<file path="config.mk">
export PLATFORM = sky130hd
export DESIGN_NAME = instr_fetch_unit_flat
export DESIGN_NICKNAME = d
export VERILOG_FILES = /design/src/rtl/instr_fetch_unit_if.sv /design/src/rtl/instr_fetch_unit.sv /design/src/flat_wrapper.sv
export SDC_FILE = /design/constraint.sdc
export NUM_CORES = 1
export LEC_CHECK = 0
export BUFFER_PORTS_ARGS = -buffer_cell sky130_fd_sc_hd__buf_2
export CAP_MARGIN = 20
export CORE_MARGIN = 4
export CORE_UTILIZATION = 53
export DETAILED_ROUTE_END_ITERATION = 12
export GPL_ROUTABILITY_DRIVEN = 1
export PLACE_DENSITY = 0.8
export SYNTH_ARGS = -nofsm -noshare
export SYNTH_HDL_FRONTEND = slang
export SYNTH_SLANG_ARGS = --single-unit
</file>
<file path="constraint.sdc">
create_clock -name clk -period 2.8 [get_ports clk]
set_input_delay 0.56 -clock clk [delete_from_list [all_inputs] [get_ports clk]]
set_output_delay 0.56 -clock clk [all_outputs]
set_load 0.02 [all_outputs]
</file>
<file path="src/rtl/instr_fetch_unit_if.sv">
// rtl/instr_fetch_unit_if.sv - fetch-stage bundle between fetch unit, memory and decode
interface instr_fetch_unit_if #(
    parameter int PC_WIDTH    = 10,
    parameter int INSTR_WIDTH = 16,
    parameter int CNT_WIDTH   = 16
);
    logic                   stall;
    logic                   redirect_en;
    logic [PC_WIDTH-1:0]    redirect_addr;
    logic                   halt;
    logic [INSTR_WIDTH-1:0] instr_mem_out;
    logic [PC_WIDTH-1:0]    prog_ctr;
    logic [INSTR_WIDTH-1:0] instr_out;
    logic [PC_WIDTH-1:0]    instr_pc;
    logic                   instr_valid;
    logic                   halted;
    logic [CNT_WIDTH-1:0]   fetch_count;

    modport master (
        input  stall, redirect_en, redirect_addr, halt, instr_mem_out,
        output prog_ctr, instr_out, instr_pc, instr_valid, halted, fetch_count
    );

    modport slave (
        output stall, redirect_en, redirect_addr, halt, instr_mem_out,
        input  prog_ctr, instr_out, instr_pc, instr_valid, halted, fetch_count
    );
endinterface

</file>
<file path="src/rtl/instr_fetch_unit.sv">
// rtl/instr_fetch_unit.sv - PC and fetch stage with stall hold, redirect flush, halt and fetch counter
module instr_fetch_unit #(
    parameter int                  PC_WIDTH    = 10,
    parameter int                  INSTR_WIDTH = 16,
    parameter logic [PC_WIDTH-1:0] RESET_PC    = '0,
    parameter int                  CNT_WIDTH   = 16
) (
    input  logic                clk,
    input  logic                rst,
    instr_fetch_unit_if.master  bus
);
    typedef enum logic [1:0] {BOOT, RUN, HALT} state_e;

    state_e                 state_q,       state_d;
    logic [PC_WIDTH-1:0]    prog_ctr_q,    prog_ctr_d;
    logic [PC_WIDTH-1:0]    pc_q,          pc_d;
    logic [INSTR_WIDTH-1:0] hold_instr_q,  hold_instr_d;
    logic [PC_WIDTH-1:0]    hold_pc_q,     hold_pc_d;
    logic                   use_hold_q,    use_hold_d;
    logic                   flush_q,       flush_d;
    logic                   first_q,       first_d;
    logic [CNT_WIDTH-1:0]   fetch_count_q, fetch_count_d;

    logic [INSTR_WIDTH-1:0] instr_sel;
    logic [PC_WIDTH-1:0]    pc_sel;
    logic                   valid;

    always_comb begin
        instr_sel = use_hold_q ? hold_instr_q : bus.instr_mem_out;
        pc_sel    = use_hold_q ? hold_pc_q    : pc_q;
        valid     = (state_q == RUN) && !flush_q && !first_q;
    end

    always_comb begin
        state_d       = state_q;
        prog_ctr_d    = prog_ctr_q;
        pc_d          = prog_ctr_q;
        hold_instr_d  = hold_instr_q;
        hold_pc_d     = hold_pc_q;
        use_hold_d    = use_hold_q;
        flush_d       = flush_q;
        first_d       = 1'b0;
        fetch_count_d = fetch_count_q;

        case (state_q)
            BOOT: begin
                // memory has just been handed RESET_PC; its data lands one cycle into RUN
                state_d = RUN;
                first_d = 1'b1;
            end
            RUN: begin
                if (bus.halt) begin
                    state_d = HALT;
                end else if (bus.redirect_en) begin
                    prog_ctr_d = bus.redirect_addr;
                    use_hold_d = 1'b0;
                    flush_d    = 1'b1;
                end else if (bus.stall) begin
                    // flush is left alone so a stalled bubble stays a bubble
                    hold_instr_d = instr_sel;
                    hold_pc_d    = pc_sel;
                    use_hold_d   = 1'b1;
                end else begin
                    prog_ctr_d = prog_ctr_q + PC_WIDTH'(1);
                    use_hold_d = 1'b0;
                    flush_d    = 1'b0;
                end
            end
            HALT: begin
                state_d = HALT;
            end
            default: begin
                state_d = BOOT;
            end
        endcase

        if (valid && !bus.stall && (state_q == RUN) && (fetch_count_q != '1)) begin
            fetch_count_d = fetch_count_q + CNT_WIDTH'(1);
        end
    end

    always_ff @(posedge clk) begin
        if (rst) begin
            state_q       <= BOOT;
            prog_ctr_q    <= RESET_PC;
            pc_q          <= '0;
            hold_instr_q  <= '0;
            hold_pc_q     <= '0;
            use_hold_q    <= 1'b0;
            flush_q       <= 1'b0;
            first_q       <= 1'b0;
            fetch_count_q <= '0;
        end else begin
            state_q       <= state_d;
            prog_ctr_q    <= prog_ctr_d;
            pc_q          <= pc_d;
            hold_instr_q  <= hold_instr_d;
            hold_pc_q     <= hold_pc_d;
            use_hold_q    <= use_hold_d;
            flush_q       <= flush_d;
            first_q       <= first_d;
            fetch_count_q <= fetch_count_d;
        end
    end

    assign bus.prog_ctr    = prog_ctr_q;
    assign bus.instr_out   = instr_sel;
    assign bus.instr_pc    = pc_sel;
    assign bus.instr_valid = valid;
    assign bus.halted      = (state_q == HALT);
    assign bus.fetch_count = fetch_count_q;
endmodule

</file>
<file path="src/flat_wrapper.sv">
// flat-port wrapper written by rule: the top's interface ports become plain ports
module instr_fetch_unit_flat 
#(
    parameter int                  PC_WIDTH    = 10,
    parameter int                  INSTR_WIDTH = 16,
    parameter logic [PC_WIDTH-1:0] RESET_PC    = '0,
    parameter int                  CNT_WIDTH   = 16
)
  (clk, rst, bus_stall, bus_redirect_en, bus_redirect_addr, bus_halt, bus_instr_mem_out, bus_prog_ctr, bus_instr_out, bus_instr_pc, bus_instr_valid, bus_halted, bus_fetch_count);
  instr_fetch_unit_if #(.PC_WIDTH(PC_WIDTH), .INSTR_WIDTH(INSTR_WIDTH), .CNT_WIDTH(CNT_WIDTH)) bus_i ();
  input  logic clk;
  input  logic rst;
  input wire logic [$bits(bus_i.stall)-1:0] bus_stall;
  input wire logic [$bits(bus_i.redirect_en)-1:0] bus_redirect_en;
  input wire logic [$bits(bus_i.redirect_addr)-1:0] bus_redirect_addr;
  input wire logic [$bits(bus_i.halt)-1:0] bus_halt;
  input wire logic [$bits(bus_i.instr_mem_out)-1:0] bus_instr_mem_out;
  output wire logic [$bits(bus_i.prog_ctr)-1:0] bus_prog_ctr;
  output wire logic [$bits(bus_i.instr_out)-1:0] bus_instr_out;
  output wire logic [$bits(bus_i.instr_pc)-1:0] bus_instr_pc;
  output wire logic [$bits(bus_i.instr_valid)-1:0] bus_instr_valid;
  output wire logic [$bits(bus_i.halted)-1:0] bus_halted;
  output wire logic [$bits(bus_i.fetch_count)-1:0] bus_fetch_count;
  assign bus_i.stall = bus_stall;
  assign bus_i.redirect_en = bus_redirect_en;
  assign bus_i.redirect_addr = bus_redirect_addr;
  assign bus_i.halt = bus_halt;
  assign bus_i.instr_mem_out = bus_instr_mem_out;
  assign bus_prog_ctr = bus_i.prog_ctr;
  assign bus_instr_out = bus_i.instr_out;
  assign bus_instr_pc = bus_i.instr_pc;
  assign bus_instr_valid = bus_i.instr_valid;
  assign bus_halted = bus_i.halted;
  assign bus_fetch_count = bus_i.fetch_count;
  instr_fetch_unit #(.PC_WIDTH(PC_WIDTH), .INSTR_WIDTH(INSTR_WIDTH), .RESET_PC(RESET_PC), .CNT_WIDTH(CNT_WIDTH)) u_core (.clk(clk), .rst(rst), .bus(bus_i));
endmodule
</file>
[Word level (Yosys, flattened, before mapping)]
Index checks and enable logic that the tools add are counted.
Word-level totals
  flip-flop bits (word level): 67
  memory bits (writable): 0
  bits in read-only memories: 0
  memories: 0
  latch bits: 0
  logic and storage cells: 41
  input bits: 31
Cells by class
  add/subtract/negate cells: 2
  div/mod/pow operators: 0
  reductions and logical operators: 12
  shifts and indexed selects: 0
  $lt $le $gt $ge: 0
  equal/unequal tests: 5
  mux-type cells: 11
  multiply operators: 0
  bitwise operators: 2
Operator list (count)
  $mux W10: 3
  $add A16 B1 Y16 const B: 1
  $mux W16: 1
  $ne A16 B16 Y1 const B: 1
  $add A10 B1 Y10 const B: 1
  $pmux W2 S3: 1
  $logic_and A1 B1 Y1: 5
  $mux W1: 5
  $reduce_and A4 Y1: 1
  $logic_not A1 Y1: 3
  $reduce_and A3 Y1: 1
  $eq A2 B1 Y1 const B: 1
  $eq A2 B2 Y1 const B: 1
  $logic_not A2 Y1: 1
  $mux W2: 1
  $ne A2 B1 Y1 const B: 1
  $ne A2 B2 Y1 const B: 1
  $not A1 Y1: 2
  $reduce_and A2 Y1: 1

[Logic depth before layout (Yosys ltp)]
  depth in word-level cells: 6
  mapped depth: 8

[Least setup slack after synthesis]
No wires, ideal clock.
  kind: input to register
  start: in bus_stall
  end: reg u_core.fetch_count_q[7], in the netlist u_core.bus.fetch_count[7]
  data required time: 2.677 ns
  setup slack: 0.765 ns
  arrival: 1.911 ns
  library setup time: 0.123 ns
  stages: 4
  cells stage by stage: or4b_4 > or2_4 > a211oi_2 > mux2_1
Between the ends
  cells in the longest elaborated chain, start to end: 4
Ends and longest elaborated chain
  start, declared: RTL line flat_wrapper.sv:13  | input wire logic [$bits(bus_i.stall)-1:0] bus_stall;
  $logic_not A1 Y1: RTL line instr_fetch_unit.sv:77  | if (valid && !bus.stall && (state_q == RUN) && (fetch_count_q != '1)) begin
  $logic_and A1 B1 Y1 (3 in a row): RTL line instr_fetch_unit.sv:77
  end signal, assigned: RTL line instr_fetch_unit.sv:102  | fetch_count_q <= fetch_count_d;
  end, declared: RTL line instr_fetch_unit.sv:22  | logic [CNT_WIDTH-1:0] fetch_count_q, fetch_count_d;
Every way passes these cells.
A chain may end at the register's enable or synchronous reset.

[Worst setup path after layout]
  start: reg u_core.state_q[1]
  end: reg u_core.fetch_count_q[11], in the netlist u_core.bus.fetch_count[11]
Between the ends
  cells in the longest elaborated chain, start to end: 6
Ends and longest elaborated chain
  start, declared: RTL line instr_fetch_unit.sv:14  | state_e state_q, state_d;
  start signal, assigned: RTL line instr_fetch_unit.sv:94  | state_q <= state_d;
  $eq A2 B1 Y1 (*): RTL line instr_fetch_unit.sv:31, instr_fetch_unit.sv:77
  $logic_and A1 B1 Y1 (2 in a row): RTL line instr_fetch_unit.sv:31  | valid = (state_q == RUN) && !flush_q && !first_q;
  $logic_and A1 B1 Y1: RTL line instr_fetch_unit.sv:77
  $logic_and A1 B1 Y1 (*) (2 in a row): RTL line instr_fetch_unit.sv:77
Every way passes the cells marked *; elsewhere a longest branch is shown, timed or not.

==> run summary <==
========================================================================================
Die Y .....................................................................     86.14 µm
Cts hold-fix bufs .........................................................            0
Cell count after synthesis ................................................          372
Final hold vios ...........................................................            0
Number of antenna violations at the first check in global routing .........            0
CP cell instances ......................................................... inv_1, ha_1, or4b_4, nor4_4, and2b_1, mux2_1
Post-cts repair resize count ..............................................            0
Maximum number of pins on one net before global-route repair ..............           54
Critical-path top delay cell .............................................. sky130_fd_sc_hd__or4b_4
Hold crit path type .......................................................   reg -> reg
Filler cell count .........................................................          490
Min-Delay Path Depth ......................................................            2
Top flip-flop cell by instance count after synthesis ...................... sky130_fd_sc_hd__dfxtp_1
Number of vias in the routed layout .......................................         3048
Effective utilization at floorplan ........................................       0.5465
Clock buffer count from CTS ...............................................            9
Total design power ........................................................      2488 µW
Number of pins exceeding their max-slew limit in the final report .........            0
Leakage power of the design ...............................................  0.001583 µW
Post-route fraction of the period consumed by the critical path ...........       0.7590
Critical path buffers and inverters .......................................            1
CTS H-tree depth ..........................................................            3
Final #Nets ...............................................................          489
Data arrival at the endpoint of the critical path .........................      2.34 ns
Worst setup path endpoint ................................................. u_core.bus.fetch_count[11]$_SDFFE_PP0P_
Horizontal die dimension ..................................................     86.14 µm
Relative max-transition margin ............................................       0.3979
Standard-cell rows ........................................................           28
Number of sinks handled by clock tree synthesis ...........................           67
Req. time, crit path ......................................................      3.02 ns
Global-route wire length before repair ....................................     13.12 mm
Worst VDD drop ............................................................  0.0004575 V
Worst Max-Slew Pin Slew ...................................................    0.9031 ns
Ys async rst share ........................................................            0
Antenna diode count .......................................................            0
RD Place Congestion .......................................................       0.8234
Clock tree root driver cell ............................................... sky130_fd_sc_hd__clkbuf_8
Via-to-Cell Ratio .........................................................        5.729
Detail Route Antenna Nets .................................................            0
DR iter-0 viols ...........................................................          136
Post-synthesis sequential area ratio ......................................       0.4145
Crit. Startpoint .......................................................... u_core.state_q[1]$_SDFFE_PP0N_
Via count of the first global-routing pass ................................         2920
First-pass iteration count of the detailed router .........................            4
Final setup vio count .....................................................            0
Share of final-layout standard cells stronger than drive strength 1 .......       0.3173
Final worst slack .........................................................    0.6748 ns
Relative area change from synthesis to final layout .......................       20.77%
Number of remaining DRC errors ............................................            0
Worst Setup Path Type .....................................................   reg -> reg
RSZ-0062 raised after global routing ......................................           no
CTS Buffer Depth ..........................................................            2
Total half-perimeter wirelength after legalization and detailed placement .     5.268 mm
Minimum clock period ......................................................     2.125 ns
Depth of the worst register-to-register path ..............................            6
Critical Path Max Stage Delay .............................................      0.53 ns
Routed wire per std cell ..................................................     14.32 µm
Kind of start point of the critical path ..................................     register
Critical path's top delay family .......................................... simple AND/OR/NAND/NOR gates
EDFF count, synth .........................................................            0
Standard cell core area ...................................................     5921 µm²
Final setup TNS ...........................................................         0 ns
Clock latency of the later-clocked register in the worst-skew pair ........      0.33 ns
Worst path depth ..........................................................            6
Critical path fanouts, max ................................................            5
Floorplan die area ........................................................     7419 µm²
Worst R2R End ............................................................. u_core.bus.fetch_count[11]$_SDFFE_PP0P_
Mean instance size in the synthesized netlist .............................    8.698 µm²
Synthesized area ..........................................................     3236 µm²
TritonCTS clock tree ......................................................         done
Overall track demand over capacity in global routing ......................       0.2161
FF-to-FF Start ............................................................ u_core.state_q[1]$_SDFFE_PP0N_
Number of synthesis warnings ..............................................            0
Register clock-pin slew on the reported worst setup and hold paths ........      0.06 ns
Status .................................................................... finished, final reports clean
Post-synth cell types .....................................................           42
Total power per unit cell area ............................................ 636.7 nW/µm²
Net Count, Synth ..........................................................          408
Number of I/O port buffers ................................................           84
Number of top-level pins ..................................................           85
DRT Wirelength ............................................................     7.619 mm
Slack of the worst reg-to-reg path ........................................      0.67 ns
Max Freq ..................................................................    470.5 MHz
Setup bufs post-CTS .......................................................            0
Setup slack after placement ...............................................    0.5416 ns
Sum of overflow across all layers after global routing ....................            0
Maxcap violations .........................................................            0
Number of register bits inferred by synthesis .............................           67
Critical Path End Type ....................................................     register
Maximum clock skew at final layout ........................................  0.007290 ns
========================================================================================
==> area by class of cell <==
| class | instances | area (µm²) | area share |
|---|---|---|---|
| Clock buffer | 13 | 168.9 | 0.04323 |
| Clock inverter | 2 | 10.01 | 0.002562 |
| Inverter | 6 | 22.52 | 0.005764 |
| Multi-Input combinational cell | 277 | 1790 | 0.4582 |
| Sequential cell | 67 | 1341 | 0.3433 |
| Tap cell | 75 | 93.84 | 0.02402 |
| Timing Repair Buffer | 92 | 480.5 | 0.1230 |
==> logic make-up (layout without fill, tap and decap cells) <==
kind of cell,Yosys count,count (layout),share of synthesized area
AND/OR/NAND/NOR,189,189,0.3074
flip-flops,67,67,0.4145
AO/OA/AOI/OAI,44,44,0.09203
multiplexers,39,39,0.1338
buffers and inverters,28,113,0.03287
adder cells (fa/ha/maj),5,5,0.01933
==> worst min path at each step <==
stage,from,end
2_1_floorplan,u_core.state_q[1]$_SDFFE_PP0N_,u_core.state_q[1]$_SDFFE_PP0N_
6_report,u_core.state_q[1]$_SDFFE_PP0N_,u_core.state_q[1]$_SDFFE_PP0N_
3_5_place_dp,u_core.state_q[1]$_SDFFE_PP0N_,u_core.state_q[1]$_SDFFE_PP0N_
3_3_place_gp,u_core.state_q[1]$_SDFFE_PP0N_,u_core.state_q[1]$_SDFFE_PP0N_
4_1_cts,u_core.state_q[1]$_SDFFE_PP0N_,u_core.state_q[1]$_SDFFE_PP0N_
5_1_grt,u_core.hold_pc_q[3]$_SDFFE_PP0P_,u_core.hold_pc_q[3]$_SDFFE_PP0P_
==> cell usage after synthesis (all sizes together) (8+ instances only) <==
cell type	n	area (µm²)
nor2	48	185.2
a211oi	8	70.06
mux2	34	382.9
nor3	64	325.3
nor2b	20	125.1
nand2	14	52.55
a21oi	13	65.06
dfxtp	67	1341
clkbuf	14	52.55
nand3	9	45.04
nand4	8	50.05
buf	8	31.28
==> where the power goes <==
group | internal [µW] | switching (µW)
logic | 264 | 392
registers | 1040 | 70.8
clock network | 387 | 339
==> state kept, by name (all words and copies together) (netlist names), 2 cells and up <==
signal,cells
u_core.hold_pc_q,10
u_core.hold_instr_q,16
u_core.state_q,2
u_core.bus.prog_ctr,10
u_core.pc_q,10
u_core.bus.fetch_count,16
==> layout by cell type, fill, tap and decap left out, types with 5 or more instances in the layout <==
master / Yosys / layout
sky130_fd_sc_hd__a211oi_1: 6 / 6
sky130_fd_sc_hd__nand2b_1: 5 / 5
sky130_fd_sc_hd__a21oi_1: 13 / 13
sky130_fd_sc_hd__clkbuf_8: 0 / 12
sky130_fd_sc_hd__dfxtp_1: 67 / 67
sky130_fd_sc_hd__nand2_1: 14 / 14
sky130_fd_sc_hd__nor2b_1: 20 / 20
sky130_fd_sc_hd__buf_4: 0 / 8
sky130_fd_sc_hd__a22oi_1: 6 / 6
sky130_fd_sc_hd__mux2_2: 29 / 29
sky130_fd_sc_hd__nand3_1: 9 / 9
sky130_fd_sc_hd__buf_2: 1 / 84
sky130_fd_sc_hd__nor2_1: 46 / 45
sky130_fd_sc_hd__nor3_1: 63 / 63
sky130_fd_sc_hd__nand4_1: 8 / 8
sky130_fd_sc_hd__ha_1: 5 / 5
sky130_fd_sc_hd__inv_1: 6 / 6
sky130_fd_sc_hd__mux2_1: 5 / 5
sky130_fd_sc_hd__mux2i_1: 5 / 5
==> stage by stage <==
stage / instance area [µm²] / hold slack [ns] / utilization / instances
after floorplan: 3236 / 0.4486 / - / 372
after global placement: 3729 / 0.4582 / 0.6298 / 517
after detailed placement: 3729 / 0.4703 / 0.6298 / 517
after CTS: 3908 / 0.4781 / 0.6600 / 532
after global routing: 3908 / 0.5148 / 0.6600 / 532
final: 3908 / 0.4791 / 0.6600 / 532
==> worst register-to-register path, cell delays in order, from the launching register on <==
cell                      delay, ns
sky130_fd_sc_hd__dfxtp_1       0.33
sky130_fd_sc_hd__inv_1         0.08
sky130_fd_sc_hd__ha_1          0.20
sky130_fd_sc_hd__or4b_4        0.53
sky130_fd_sc_hd__nor4_4        0.35
sky130_fd_sc_hd__and2b_1       0.20
sky130_fd_sc_hd__mux2_1        0.32
==> layer usage <==
| metal | track usage | up-vias | part of all wire |
|---|---|---|---|
| met1 | 0.2753 | 1426 | 0.47 |
| met3 | 0.05283 | 11 | 0.064 |
| met2 | 0.3581 | 101 | 0.46 |
| li1 | - | 1510 | - |
| met5 | 0 | - | 0 |
| met4 | 0.07050 | 0 | 0.013 |
No activity file was read; power rests on OpenSTA's default activity.
